`config.mk`:
```
export PLATFORM = sky130hd
export DESIGN_NAME = gat_feat_argmax
export DESIGN_NICKNAME = d
export VERILOG_FILES = /design/src/rtl/gat_feat_argmax.sv
export SDC_FILE = /design/constraint.sdc
export NUM_CORES = 1
export LEC_CHECK = 0
export ABC_AREA = 1
export BUFFER_PORTS_ARGS = -buffer_cell sky130_fd_sc_hd__buf_4
export CORE_ASPECT_RATIO = 0.8
export CORE_UTILIZATION = 40
export CTS_CLUSTER_DIAMETER = 40
export CTS_CLUSTER_SIZE = 14
export DETAILED_ROUTE_END_ITERATION = 10
export GPL_ROUTABILITY_DRIVEN = 1
export PLACE_DENSITY_LB_ADDON = 0.15
export RECOVER_POWER = 100
export REMOVE_ABC_BUFFERS = 1
export SKIP_LAST_GASP = 1
export SLEW_MARGIN = 10
export SYNTH_ARGS = -nofsm -noshare
export SYNTH_HDL_FRONTEND = slang
export SYNTH_SLANG_ARGS = --single-unit
export TNS_END_PERCENT = 5
```
`constraint.sdc`:
```
create_clock -name clk -period 1.7 [get_ports clk]
set_clock_uncertainty 0.05 [all_clocks]
set_input_delay 0.255 -clock clk [delete_from_list [all_inputs] [get_ports clk]]
set_output_delay 0.255 -clock clk [all_outputs]
set_load 0.01 [all_outputs]
```
`src/rtl/gat_feat_argmax.sv`:
```
// gat_feat_argmax: per-node argmax readout of the final-layer feature BRAM.
//
// After a sampled `start`, the block walks nodes 0..NUM_SUBGRAPHS-1. For each node it
// reads NUM_FEATURE_FINAL signed logits through the byte-addressed BRAM port. It then
// presents one label (node index + winning class) on a valid/ready stream.
//
// Optional feature macro: GAT_ARGMAX_MAXVAL_EN adds the lbl_max port (winning logit).
//
// Ports:
//   clk, rst_n        clock, asynchronous active-low reset
//   start             level, sampled only while idle
//   feat_bram_addrb   byte address (word address << 2) to the feature BRAM
//   feat_bram_dout    signed feature word, RD_LATENCY cycles after the address
//   lbl_valid/ready   label stream handshake
//   lbl_node          node index of the presented label
//   lbl_class         argmax class (ties resolve to the lowest index)
//   lbl_max           winning logit (only with GAT_ARGMAX_MAXVAL_EN)
//   busy              high from start acceptance until done
//   done              one-cycle pulse at the end of a pass
module gat_feat_argmax #(
  parameter int unsigned NEW_FEATURE_WIDTH = 32,
  parameter int unsigned NUM_SUBGRAPHS     = 2708,
  parameter int unsigned NUM_FEATURE_FINAL = 7,
  parameter int unsigned RD_LATENCY        = 2,
  parameter int unsigned FEAT_ADDR_W       = $clog2(NUM_SUBGRAPHS * NUM_FEATURE_FINAL),
  parameter int unsigned NODE_IDX_W        = $clog2(NUM_SUBGRAPHS),
  parameter int unsigned CLASS_W           = $clog2(NUM_FEATURE_FINAL)
) (
  input  logic                         clk,
  input  logic                         rst_n,
  input  logic                         start,
  output logic [FEAT_ADDR_W+1:0]       feat_bram_addrb,
  input  logic [NEW_FEATURE_WIDTH-1:0] feat_bram_dout,
  output logic                         lbl_valid,
  input  logic                         lbl_ready,
  output logic [NODE_IDX_W-1:0]        lbl_node,
  output logic [CLASS_W-1:0]           lbl_class,
`ifdef GAT_ARGMAX_MAXVAL_EN
  output logic [NEW_FEATURE_WIDTH-1:0] lbl_max,
`endif
  output logic                         busy,
  output logic                         done
);

  localparam logic [CLASS_W-1:0]     KLast    = CLASS_W'(NUM_FEATURE_FINAL - 1);
  localparam logic [NODE_IDX_W-1:0]  NodeLast = NODE_IDX_W'(NUM_SUBGRAPHS - 1);
  localparam logic [FEAT_ADDR_W-1:0] FStep    = FEAT_ADDR_W'(NUM_FEATURE_FINAL);

  typedef enum logic [2:0] {StIdle, StRead, StWait, StOut, StDone} state_e;

  state_e state_q, state_d;

  logic [NODE_IDX_W-1:0]        node_q, node_d;
  logic [FEAT_ADDR_W-1:0]       base_q, base_d;
  logic [FEAT_ADDR_W-1:0]       addr_q, addr_d;
  logic [CLASS_W-1:0]           k_q, k_d;
  logic [NEW_FEATURE_WIDTH-1:0] max_q, max_d;
  logic [CLASS_W-1:0]           class_q, class_d;

  // Tag pipeline: follows each issued address until its data word returns.
  logic [RD_LATENCY-1:0]              tag_vld_q;
  logic [RD_LATENCY-1:0][CLASS_W-1:0] tag_idx_q;

  logic issue, ret_vld, last_word, hs;
  logic [CLASS_W-1:0] ret_idx;

  assign issue     = (state_q == StRead);
  assign ret_vld   = tag_vld_q[RD_LATENCY-1];
  assign ret_idx   = tag_idx_q[RD_LATENCY-1];
  assign last_word = ret_vld && (ret_idx == KLast);
  assign hs        = (state_q == StOut) && lbl_ready;

  // State register
  always_ff @(posedge clk or negedge rst_n) begin
    if (!rst_n) state_q <= StIdle;
    else        state_q <= state_d;
  end

  // Next-state logic
  always_comb begin
    state_d = state_q;
    case (state_q)
      StIdle:  if (start) state_d = StRead;
      StRead:  if (k_q == KLast) state_d = StWait;
      StWait:  if (last_word) state_d = StOut;
      StOut:   if (lbl_ready) state_d = (node_q == NodeLast) ? StDone : StRead;
      StDone:  state_d = StIdle;
      default: state_d = StIdle;
    endcase
  end

  // Outputs
  always_comb begin
    lbl_valid = (state_q == StOut);
    busy      = (state_q == StRead) || (state_q == StWait) || (state_q == StOut);
    done      = (state_q == StDone);
  end

  assign feat_bram_addrb = {addr_q, 2'b00};
  assign lbl_node        = node_q;
  assign lbl_class       = class_q;
`ifdef GAT_ARGMAX_MAXVAL_EN
  assign lbl_max         = max_q;
`endif

  // Address walk: the base accumulator steps by F per node, so no multiplier is needed.
  always_comb begin
    node_d = node_q;
    base_d = base_q;
    addr_d = addr_q;
    k_d    = k_q;
    if (state_q == StIdle && start) begin
      node_d = '0;
      base_d = '0;
      addr_d = '0;
      k_d    = '0;
    end else if (state_q == StRead && k_q != KLast) begin
      addr_d = addr_q + 1'b1;
      k_d    = k_q + 1'b1;
    end else if (hs && node_q != NodeLast) begin
      node_d = node_q + 1'b1;
      base_d = base_q + FStep;
      addr_d = base_q + FStep;
      k_d    = '0;
    end
  end

  // Running argmax; strict signed compare keeps the lowest index on ties.
  always_comb begin
    max_d   = max_q;
    class_d = class_q;
    if (ret_vld) begin
      if (ret_idx == '0) begin
        max_d   = feat_bram_dout;
        class_d = '0;
      end else if ($signed(feat_bram_dout) > $signed(max_q)) begin
        max_d   = feat_bram_dout;
        class_d = ret_idx;
      end
    end
  end

  always_ff @(posedge clk or negedge rst_n) begin
    if (!rst_n) begin
      node_q    <= '0;
      base_q    <= '0;
      addr_q    <= '0;
      k_q       <= '0;
      max_q     <= '0;
      class_q   <= '0;
      tag_vld_q <= '0;
      tag_idx_q <= '0;
    end else begin
      node_q       <= node_d;
      base_q       <= base_d;
      addr_q       <= addr_d;
      k_q          <= k_d;
      max_q        <= max_d;
      class_q      <= class_d;
      tag_vld_q[0] <= issue;
      tag_idx_q[0] <= k_q;
      for (int i = 1; i < RD_LATENCY; i++) begin
        tag_vld_q[i] <= tag_vld_q[i-1];
        tag_idx_q[i] <= tag_idx_q[i-1];
      end
    end
  end

endmodule

```
== Yosys cells after proc, flatten, opt, wreduce, memory -nomap -nowiden ==
Cells that the tools add are included.

* Flip-flop bits (word level): 91
* Latch bits: 0
* Bits in writable memories: 0
* Memory bits (read-only): 0
* Output and inout bits: 35
* Word-level logic and storage cells: 65
* Memories: 0

* Add/sub/neg operators: 4
* Multipliers: 0
* Divide/modulo/power cells: 0
* Magnitude comparators: 1
* Equality and inequality tests: 14
* Shifts and indexed selects: 0
* Multiplexer cells: 21
* Bitwise operators: 0
* Reduce and logical (&&, ||, !) cells: 15

{| class="wikitable"
|+ Operators by type and width
! operator !! count
|-
| $mux W15 || 5
|-
| $mux W32 || 2
|-
| $mux W12 || 3
|-
| $gt A32 B32 Y1 || 1
|-
| $mux W3 || 10
|-
| $add A15 B1 Y15 const B || 1
|-
| $add A15 B3 Y15 const B || 1
|-
| $add A12 B1 Y12 const B || 1
|-
| $eq A12 B12 Y1 const B || 1
|-
| $ne A12 B12 Y1 const B || 1
|-
| $pmux W3 S4 || 1
|-
| $eq A3 B3 Y1 const B || 3
|-
| $eq A3 B2 Y1 const B || 2
|-
| $logic_not A3 Y1 || 2
|-
| $ne A2 B2 Y1 const B || 3
|-
| $logic_and A1 B1 Y1 || 5
|-
| $ne A2 B1 Y1 const B || 2
|-
| $reduce_and A2 Y1 || 2
|-
| $reduce_and A4 Y1 || 1
|-
| $reduce_bool A2 Y1 || 2
|-
| $add A3 B1 Y3 const B || 1
|-
| $eq A3 B1 Y1 const B || 1
|-
| $ne A3 B3 Y1 const B || 1
|-
| $reduce_bool A3 Y1 || 1
|-
| $logic_or A1 B1 Y1 || 2
|}

== Longest topological paths before layout ==
* Depth after elaboration: 6
* Depth in mapped cells: 20
* Mapped depth without buffers: 19

== Least setup slack after synthesis ==
OpenSTA, ideal clock, no wires.

* Kind: register -> register
* Start point: register max_q[31]
* End point: register class_q[2] (netlist: lbl_class[2])
* Setup time: 0.117 ns
* Arrival time: 1.717 ns
* Required time: 1.533 ns
* Setup slack: -0.183 ns
* Stages on the path, launching flop included: 15
* Path through: dfrtp_1 inv_1 ha_1 a21oi_1 o21a_1 nand2_1 a21oi_1 nand2_1 nand2_1 nand3_2 nand2_4 nand2_4 buf_6 nand2_1 nand2_1

* Cells in the longest elaborated chain, start to end: 3

{| class="wikitable"
|+ Ends and longest elaborated chain
! what !! line !! source
|-
| start: declaration || 57 || <nowiki>logic [NEW_FEATURE_WIDTH-1:0] max_q, max_d;</nowiki>
|-
| start signal: assignment || 158 || <nowiki>max_q <= max_d;</nowiki>
|-
| $gt A32 B32 Y1 || 136 || <nowiki>end else if ($signed(feat_bram_dout) > $signed(max_q)) begin</nowiki>
|-
| $reduce_bool A2 Y1 (no source line) || - ||
|-
| $reduce_and A2 Y1 (no source line) || - ||
|-
| end signal: assignment || 159 || <nowiki>class_q <= class_d;</nowiki>
|-
| end: declaration || 58 || <nowiki>logic [CLASS_W-1:0] class_q, class_d;</nowiki>
|}

No other way between the ends.
A chain may end at the register's enable or synchronous reset.

== Worst setup path after layout ==
* Start point: register max_q[20]
* End point: register max_q[13]

* Cells in the longest elaborated chain, start to end: 3

{| class="wikitable"
|+ Ends and longest elaborated chain
! what !! line
|-
| $gt A32 B32 Y1 || 136
|-
| $reduce_bool A2 Y1 (no source line) || -
|-
| $reduce_and A2 Y1 (no source line) || -
|}

No other way between the ends.

==> results.md <==
- Clock sinks: 91
- Initial DRC Count: 261
- Final instance area: 7240 um^2
- Failing checks: negative setup slack
- Final worst slack: -0.446 ns
- Slew Viols, Final: 0
- Crit. Startpoint: max_q[20]$_DFFE_PN0P_
- Die X: 131 um
- Main combinational cell family by area after synthesis: simple AND/OR/NAND/NOR gates
- Synth Flop Type: dfrtp_1
- Compound-cell area share of the yosys netlist: 0.103
- Mean Syn Cell Area: 7.94 um^2
- HPWL Detailed: 9240 um
- Placement Setup Slack: -0.553 ns
- Clk Tree Root Cell: clkbuf_16
- DR WL/cell: 14.0 um
- Status: finished with violations
- Simple-Gate Fraction of Synth Area: 0.268
- Type of the worst min-delay path: in -> reg
- Count of different cell masters after synthesis: 42
- TritonCTS clock tree: done
- Critical Path RT: 1.94 ns
- R2r endpoint: max_q[13]$_DFFE_PN0P_
- Post-synth EDFFs: 0
- Cells after synthesis: 669
- R2r setup slk: -0.45 ns
- Post-synthesis xor/xnor area fraction: 0.0231
- WS Path Type: reg -> reg
- Cell Rows: 37
- Die area: 13,800 um^2
- Final setup violating endpoints: 78
- Detailed Route WL: 14,000 um
- Vias in the first global route: 4,929
- Slew margin rel.: 0.427
- Antenna violations before repair: 0
- Synth Register Bits: 91
- Yosys Warn Count: 0
- Clk slew on worst S/H paths: 0.06 ns
- Via count: 4,916
- Area share of fa/ha/maj cells after synthesis: 0.0871
- Post-DRT Antenna Nets: 0
- Top Ports: 71
- Final worst path period need: 2.15 ns
- Worst EP arrival: 2.38 ns
- Crit path to: max_q[13]$_DFFE_PN0P_
- Layout net count: 898
- Max Clk Rate: 466 MHz
- Worst r2r path cells: 16
- Multiplexer share of the synthesized area: 0
- Synth Cell Area: 5320 um^2
- Via-per-instance ratio: 4.90
- Max Cap Violations: 0
- Max Fanout on Critical Path: 7
- Final worst-path cycle share: 1.26
- Initial Util: 0.412
- Commonest non-fill, non-tap cell in the layout: nand2_1
- CP Capture Type: flip-flop
- GRT overflow: 0
- Vert. Die Dim: 105 um
- Layout cell share with drive strength beyond 1: 0.272
- RSZ-0062 raised after global routing: yes
- Maximum VDD drop: 0.813 mV
- Drt pass-1 iters: 4
- Area added between synthesis and finish: 36.2%
- Largest net degree at the start of global routing: 92
- Hold Fails Final Rpt: 0
- Total power: 12.1 mW
- Worst skew pair latency: 0.35 ns
- CTS H-tree depth: 3
- Asr flop ratio synth: 1.00
- Cell Pwr Density: 1670 nW/um^2
- ANT cells: 0
- Placement Cell Area: 6580 um^2
- RePlAce Congestion: 0.807
- Drc violations: 0
- Sequential share of the synthesized area: 0.428
- Actual slew at the worst max-slew pin: 0.860 ns
- Most frequent cells in the layout: nand2_1 (175), buf_4 (116), dfrtp_1 (91)
- Aggregate global-route resource usage: 0.218
- Num CTS Buffers: 9
- First-pass GRT wire length: 23,300 um
- Clock buffer depth: 2
- LEAKAGE: 3.58 nW
- FF-to-FF Start: max_q[20]$_DFFE_PN0P_
- I/O Buffers: 68
- Worst setup SP type: flip-flop
- Core area: 12,900 um^2
==> per-layer routing <==
layer | track usage | wire [um]
met2 | 0.336 | 6100
met3 | 0.0512 | 627
met5 | 0 | 0
met1 | 0.308 | 7150
met4 | 0.0484 | 127
==> synthesized netlist by cell type, types with 2 or more instances <==
cell type | n | area, um^2
nor2_2 | 3 | 18.8
nor4_1 | 2 | 12.5
nor3_1 | 8 | 40.0
buf_2 | 3 | 15.0
a21oi_1 | 27 | 135
nand2_4 | 3 | 33.8
inv_2 | 7 | 26.3
nor2_1 | 36 | 135
nand4_1 | 6 | 37.5
nand3_1 | 61 | 305
clkbuf_1 | 6 | 22.5
o21a_1 | 2 | 15.0
o211ai_1 | 2 | 15.0
nor3_2 | 2 | 20.0
ha_1 | 37 | 463
o21ai_1 | 17 | 85.1
o22ai_1 | 13 | 81.3
nand2_1 | 189 | 709
buf_6 | 3 | 33.8
xnor2_1 | 3 | 26.3
dfrtp_1 | 91 | 2280
xor2_1 | 11 | 96.3
a31oi_1 | 3 | 18.8
buf_4 | 9 | 67.6
inv_1 | 84 | 315
o31ai_1 | 5 | 37.5
nand2_2 | 2 | 12.5
o21ai_0 | 19 | 95.1
nand3_2 | 2 | 20.0
==> where the power goes <==
part | internal [mW] | switching (mW)
Clock | 0.965 | 0.834
Combinational | 3.02 | 3.83
Sequential | 2.94 | 0.520
Total | 6.92 | 5.19
==> through the flow <==
step | setup TNS [ns] | util | hold WS (ns) | instances
after global placement | -18.55 | 0.509 | 0.284 | 974
after CTS | -16.47 | 0.544 | 0.0870 | 995
after detailed placement | -20.93 | 0.509 | 0.285 | 974
final | -17.86 | 0.560 | 0.108 | 1003
after global routing | -30.42 | 0.560 | 0.0993 | 1003
after floorplan | -20.12 | - | -0.0906 | 649
==> layout make-up <==
class	instances	area, um^2
flip-flops and latches	91	2280
well taps	175	219
inverters	91	342
clock buffers	10	229
fillers	1200	5680
clock inverters	4	20.0
multi-input cells	471	2930
repair buffers	161	1220
==> worst min path at each step <==
| stage | startpoint | to | slack [ns] | cells past startpoint |
|---|---|---|---|---|
| floorplan | rst_n | addr_q[0]$_DFFE_PN0P_ | -0.09 | 0 |
| global placement | tag_idx_q[2]$_DFF_PN0_ | ret_idx[2]$_DFF_PN0_ | 0.28 | 0 |
| detailed placement | tag_idx_q[1]$_DFF_PN0_ | ret_idx[1]$_DFF_PN0_ | 0.28 | 0 |
| CTS | feat_bram_dout[9] | max_q[9]$_DFFE_PN0P_ | 0.09 | 3 |
| global route | feat_bram_dout[2] | max_q[2]$_DFFE_PN0P_ | 0.1 | 3 |
| finish | feat_bram_dout[4] | max_q[4]$_DFFE_PN0P_ | 0.11 | 3 |
==> registers in the layout (all words and copies together), names as in the netlist <==
name       cells
max_q         32
addr_q        15
base_q        15
lbl_node      12
k_q            3
lbl_class      3
ret_idx        3
state_q        3
tag_idx_q      3
tag_vld_q      2
==> cell families (layout without fill, tap and decap cells) <==
logic type      count (synthesis)  after routing
compound gates                 94             94
xor+xnor                       14             14
fa+ha+maj                      37             37
buf+inv                       112            266
flops                          91             91
other cells                     1              2
simple gates                  320            324
==> what timing repair did <==
action	in CTS	in global routing
gates resized for setup	15	50
endpoints found under the hold margin	91	0
setup endpoints to repair	78	82
buffers inserted	2	5
gates cloned	4	3
pin swaps	9	27
hold buffers	1	0
==> critical path, stage by stage (launching register included) <==
cell       delay [ns]
dfrtp_1          0.35
inv_1            0.05
ha_1             0.29
nand2_2          0.09
nor2_4           0.04
buf_6            0.10
nand2_2          0.05
nand2_2          0.06
a21oi_4          0.17
nand2_1          0.07
nand2_1          0.08
nand3_2          0.08
nand2_4          0.09
buf_12           0.17
clkbuf_16        0.17
nand3_1          0.06
nand2_1          0.09
No activity file was read; power rests on OpenSTA's default activity.
